`src/rtl/shift_sequencer.sv`:
```
// shift_sequencer: splits a 0..15-bit left/right shift request into
// passes of at most STEP_MAX bits on an external single-step shifter.
//
// Ports:
//   Clk, Reset_n      clock, asynchronous active-low reset
//   Start             request strobe, sampled only when idle
//   Data, Dir, Amount operand, direction (0 left, 1 right), distance
//   ShSource/ShEn/ShAmt  drive the shifter's Source/Shift/Shamt
//   ShResult          combinational result returned by the shifter
//   Busy, Done, Out   status, one-cycle completion pulse, result register
module shift_sequencer #(
    parameter int WIDTH    = 8,
    parameter int AMT_W    = 4,
    parameter int STEP_MAX = 3
) (
    input  logic             Clk,
    input  logic             Reset_n,
    input  logic             Start,
    input  logic [WIDTH-1:0] Data,
    input  logic             Dir,
    input  logic [AMT_W-1:0] Amount,
    output logic [WIDTH-1:0] ShSource,
    output logic             ShEn,
    output logic [2:0]       ShAmt,
    input  logic [WIDTH-1:0] ShResult,
    output logic             Busy,
    output logic             Done,
    output logic [WIDTH-1:0] Out
);

    typedef enum logic [1:0] {
        S_IDLE = 2'd0,
        S_RUN  = 2'd1,
        S_DONE = 2'd2
    } state_t;

    localparam logic [AMT_W:0]   LP_WIDTH = (AMT_W+1)'(WIDTH);
    localparam logic [AMT_W-1:0] LP_STEP  = AMT_W'(STEP_MAX);

    state_t           r_state;
    state_t           w_next;
    logic [WIDTH-1:0] r_acc;
    logic [AMT_W-1:0] r_rem;
    logic             r_dir;
    logic [WIDTH-1:0] r_out;

    logic [1:0]       w_step;
    logic             w_last;
    logic             w_ld;
    logic             w_pass;
    logic             w_out_en;
    logic [WIDTH-1:0] w_out_val;

    // Pass size is clamped to the shifter's 2-bit magnitude.
    assign w_step = (r_rem > LP_STEP) ? 2'(STEP_MAX) : r_rem[1:0];
    assign w_last = (r_rem <= LP_STEP);

    always_ff @(posedge Clk or negedge Reset_n) begin
        if (!Reset_n) begin
            r_state <= S_IDLE;
        end else begin
            r_state <= w_next;
        end
    end

    always_comb begin
        w_next    = r_state;
        w_ld      = 1'b0;
        w_pass    = 1'b0;
        w_out_en  = 1'b0;
        w_out_val = '0;
        unique case (r_state)
            S_IDLE: begin
                if (Start) begin
                    w_ld = 1'b1;
                    if (Amount == '0) begin
                        w_next    = S_DONE;
                        w_out_en  = 1'b1;
                        w_out_val = Data;
                    end else if ({1'b0, Amount} >= LP_WIDTH) begin
                        // Everything shifts out; no shifter passes needed.
                        w_next    = S_DONE;
                        w_out_en  = 1'b1;
                        w_out_val = '0;
                    end else begin
                        w_next = S_RUN;
                    end
                end
            end
            S_RUN: begin
                w_pass = 1'b1;
                if (w_last) begin
                    w_next    = S_DONE;
                    w_out_en  = 1'b1;
                    w_out_val = ShResult;
                end
            end
            S_DONE: begin
                w_next = S_IDLE;
            end
            default: begin
                w_next = S_IDLE;
            end
        endcase
    end

    always_ff @(posedge Clk or negedge Reset_n) begin
        if (!Reset_n) begin
            r_acc <= '0;
            r_rem <= '0;
            r_dir <= 1'b0;
            r_out <= '0;
        end else begin
            if (w_ld) begin
                r_acc <= Data;
                r_rem <= Amount;
                r_dir <= Dir;
            end else if (w_pass) begin
                r_acc <= ShResult;
                r_rem <= r_rem - AMT_W'(w_step);
            end
            if (w_out_en) begin
                r_out <= w_out_val;
            end
        end
    end

    assign ShEn     = (r_state == S_RUN);
    assign ShAmt    = ShEn ? {r_dir, w_step} : 3'b000;
    assign ShSource = r_acc;
    assign Busy     = (r_state != S_IDLE);
    assign Done     = (r_state == S_DONE);
    assign Out      = r_out;

endmodule

```
`config.mk`:
```
export PLATFORM = sky130hd
export DESIGN_NAME = shift_sequencer
export DESIGN_NICKNAME = d
export VERILOG_FILES = /design/src/rtl/shift_sequencer.sv
export SDC_FILE = /design/constraint.sdc
export NUM_CORES = 1
export LEC_CHECK = 0
export CORE_AREA = 8 8 60 62
export CTS_CLUSTER_SIZE = 12
export DETAILED_ROUTE_END_ITERATION = 7
export DIE_AREA = 0 0 68 70
export PLACE_DENSITY = 0.83
export SYNTH_ARGS = -nofsm -noshare
export SYNTH_HDL_FRONTEND = slang
export SYNTH_SLANG_ARGS = --single-unit
```
`constraint.sdc`:
```
create_clock -name Clk -period 4.03 [get_ports Clk]
set_input_delay 0.6045 -clock Clk [delete_from_list [all_inputs] [get_ports Clk]]
set_output_delay 0.6045 -clock Clk [all_outputs]
set_load 0.01 [all_outputs]
```
==> impl_metrics.yaml <==
outcome:
  status: "finished clean"
detailed_routing:
  drc: 0
  ant_nets: 0
  num_vias: 1076
  routedWlPerCell_um: 17.6
  dr.first_iter.drc_count: 61
  via_per_inst: 5.72
  wirelength_um: 3310
  dr.pass1.iters: 4
power_and_ir_drop:
  power_density_nw_per_um2: 755
  pwr-share-seq_pct: 35.9
  max-vdd-ir-drop_mv: 0.533
  swShare_pct: 39.7
  p_sw_mw: 0.492
  pwr-share-clk_pct: 8.9
  p_int_mw: 0.748
  p_comb_share_pct: 55.2
  power.leakage_nw: 0.714
  p_total_mw: 1.24
floorplanning:
  core_um2: 2660
  initial_core_util_pct: 43.0
  io_pins: 46
  die_x_um: 68
  dieHeight_um: 70
  dieArea_um2: 4760
  num_rows: 19
worst_setup_path:
  end_kind: "primary output"
  startpoint_type: "flop"
  critPathKind: "reg2out"
  cp.required_ns: 3.43
  cp.arrival_ns: 2.28
  cp_max_fo: 15
timing:
  fin_worst_skew_ns: 0.00206
  tightest_slew_ns: 1.01
  report.final.slew_viol_count: 0
  maxSlewHeadroom_pct: 32.5
  hold_violations: 0
  tns_ns: 0
  rsz0062_at_grt: "no"
  setup_viol: 0
  fmax_ghz: 0.346
  setup_ws_ns: 1.14
  post-route-period-util_pct: 71.6
  post-route-min-period_ns: 2.89
yosys:
  ys_types: 28
  async_flop_share_pct: 100
  avgSynthCellArea_um2: 10.2
  seq_area_frac_synth_pct: 50.3
  synth_nets: 137
  syn_inst: 112
  ys.flop_type: "dfrtp_1"
  syn_area_um2: 1140
  yosys_warnings: 0
  synth_edf_count: 0
  ys_seq_elements: 23
final_layout:
  final_util_pct: 61.7
  final_cells: 188
  drive_above_1_share_pct: 8.92
  regArea_um2: 576
  fin_nets: 183
  nFillCells: 231
  insertedDiodeCount: 0
  multi_input_area_um2: 543
  areaGrowthSynthToFinish_pct: 43.5
placed_design:
  dp_hpwl_um: 2510
  numPortBuffers: 45
  dp_cells: 184
  pre_cts_ws_ns: 1.52
  place.gp.congestion: 0.896
clock_network:
  cts_setup_buffers: 0
  cts_num_sinks: 23
  h-tree-depth: 1
  cts_root_buf: "clkbuf_4"
  clkSlewWorstSetupHoldPaths_ns: 0.13
  clockBufferDepth: 2
  cts_buffers: 3
  clock_latency_ns: 0.32
  hold_buffers: 0
  cts_resized: 0
  cts_tree: "yes"
grt:
  grtUsageTotal_pct: 14.4
  grt_pass1_wl_um: 5470
  grt_pass1_vias: 1175
  grt_max_degree: 24
  grt_remaining_overflow: 0
  antenna_found_initial: 0
flow_run:
  maxCapViolations: 0
worst_hold_path:
  hold_path_class: "reg2reg"
==> cell type report <==
cell class,instances,share of cell area (%)
inverter,2,0.457
clock inverter,1,0.305
tap,31,2.36
multi-input combinational,83,33.1
timing repair buffer,45,27.4
clock buffer,3,1.37
sequential,23,35.0
==> power by group through the flow <==
stage               clock network, mW  logic [mW]  registers, mW
floorplan                           0       0.347          0.463
global placement                    0       0.671          0.442
detailed placement                  0       0.689          0.448
CTS                             0.113       0.692          0.445
global route                    0.124       0.745          0.459
finish                          0.110       0.685          0.445
==> logic make-up (layout without fill, tap and decap cells) <==
kind of cell	count (synthesis)	after routing	synth area share (%)
adder cells (fa/ha/maj)	1	1	1.09
buffers and inverters	6	51	2.29
AND/OR/NAND/NOR	57	57	27.4
flip-flops	23	23	50.3
AO/OA/AOI/OAI	25	25	18.9
==> cell usage after synthesis (all sizes together), types with 2 or more instances <==
cell | number | area share, %
a31oi | 8 | 4.4
or2 | 3 | 1.6
buf | 3 | 1.3
nor3 | 4 | 1.7
dfrtp | 23 | 50
nor3b | 2 | 2.7
inv | 2 | 0.66
and2 | 9 | 4.9
a221o | 9 | 7.9
nor2 | 11 | 3.6
nand2 | 23 | 7.5
==> cells in the final DEF (no fill, tap or decap), types with 3 or more instances in the layout <==
cell type	Yosys	routed
a221o_1	9	9
a31oi_1	8	8
and2_1	9	9
clkbuf_4	0	3
clkdlybuf4s50_1	0	45
dfrtp_1	23	23
nand2_1	23	23
nor2_1	11	11
nor3_1	4	4
or2_2	3	3
==> per-stage QoR <==
step	hold WS, ns	cell area (um2)
6_report	0.498	1640
5_1_grt	0.526	1640
4_1_cts	0.502	1640
3_5_place_dp	0.472	1620
3_3_place_gp	0.476	1620
2_1_floorplan	0.309	1140
==> registers in the layout (all words and copies together) (netlist names) <==
register	count
ShSource	8
r_rem	4
r_state	2
r_dir	1
Out	8
==> final timing paths <==
check	startpoint	endpoint	slack, ns	depth (start not counted)
max reg2reg	r_state[1]$_DFFE_PN0P_	r_rem[2]$_DFFE_PN0P_	2.16	4
max in group asynchronous	Reset_n	Out[6]$_DFFE_PN0P_	2.60	1
min	r_dir$_DFFE_PN0P_	r_dir$_DFFE_PN0P_	0.50	2
min in group asynchronous	Reset_n	ShSource[5]$_DFFE_PN0P_	0.82	1
max	r_state[1]$_DFFE_PN0P_	ShAmt[2]	1.14	4
min reg2reg	r_dir$_DFFE_PN0P_	r_dir$_DFFE_PN0P_	0.50	2
==> worst max-delay path: stages, from the launching register on <==
cell,delay (ns)
dfrtp_1,0.49
nand2b_1,0.44
inv_2,0.32
and2_1,0.17
clkdlybuf4s50_1,0.54
==> layer usage <==
layer,vias up,global-route usage [%],wire (um)
met4,0,3.87,39
li1,492,-,-
met5,-,0,0
met1,540,17.1,1340
met3,5,5.42,296
met2,39,23.2,1630
No activity file was read; power rests on OpenSTA's default activity.
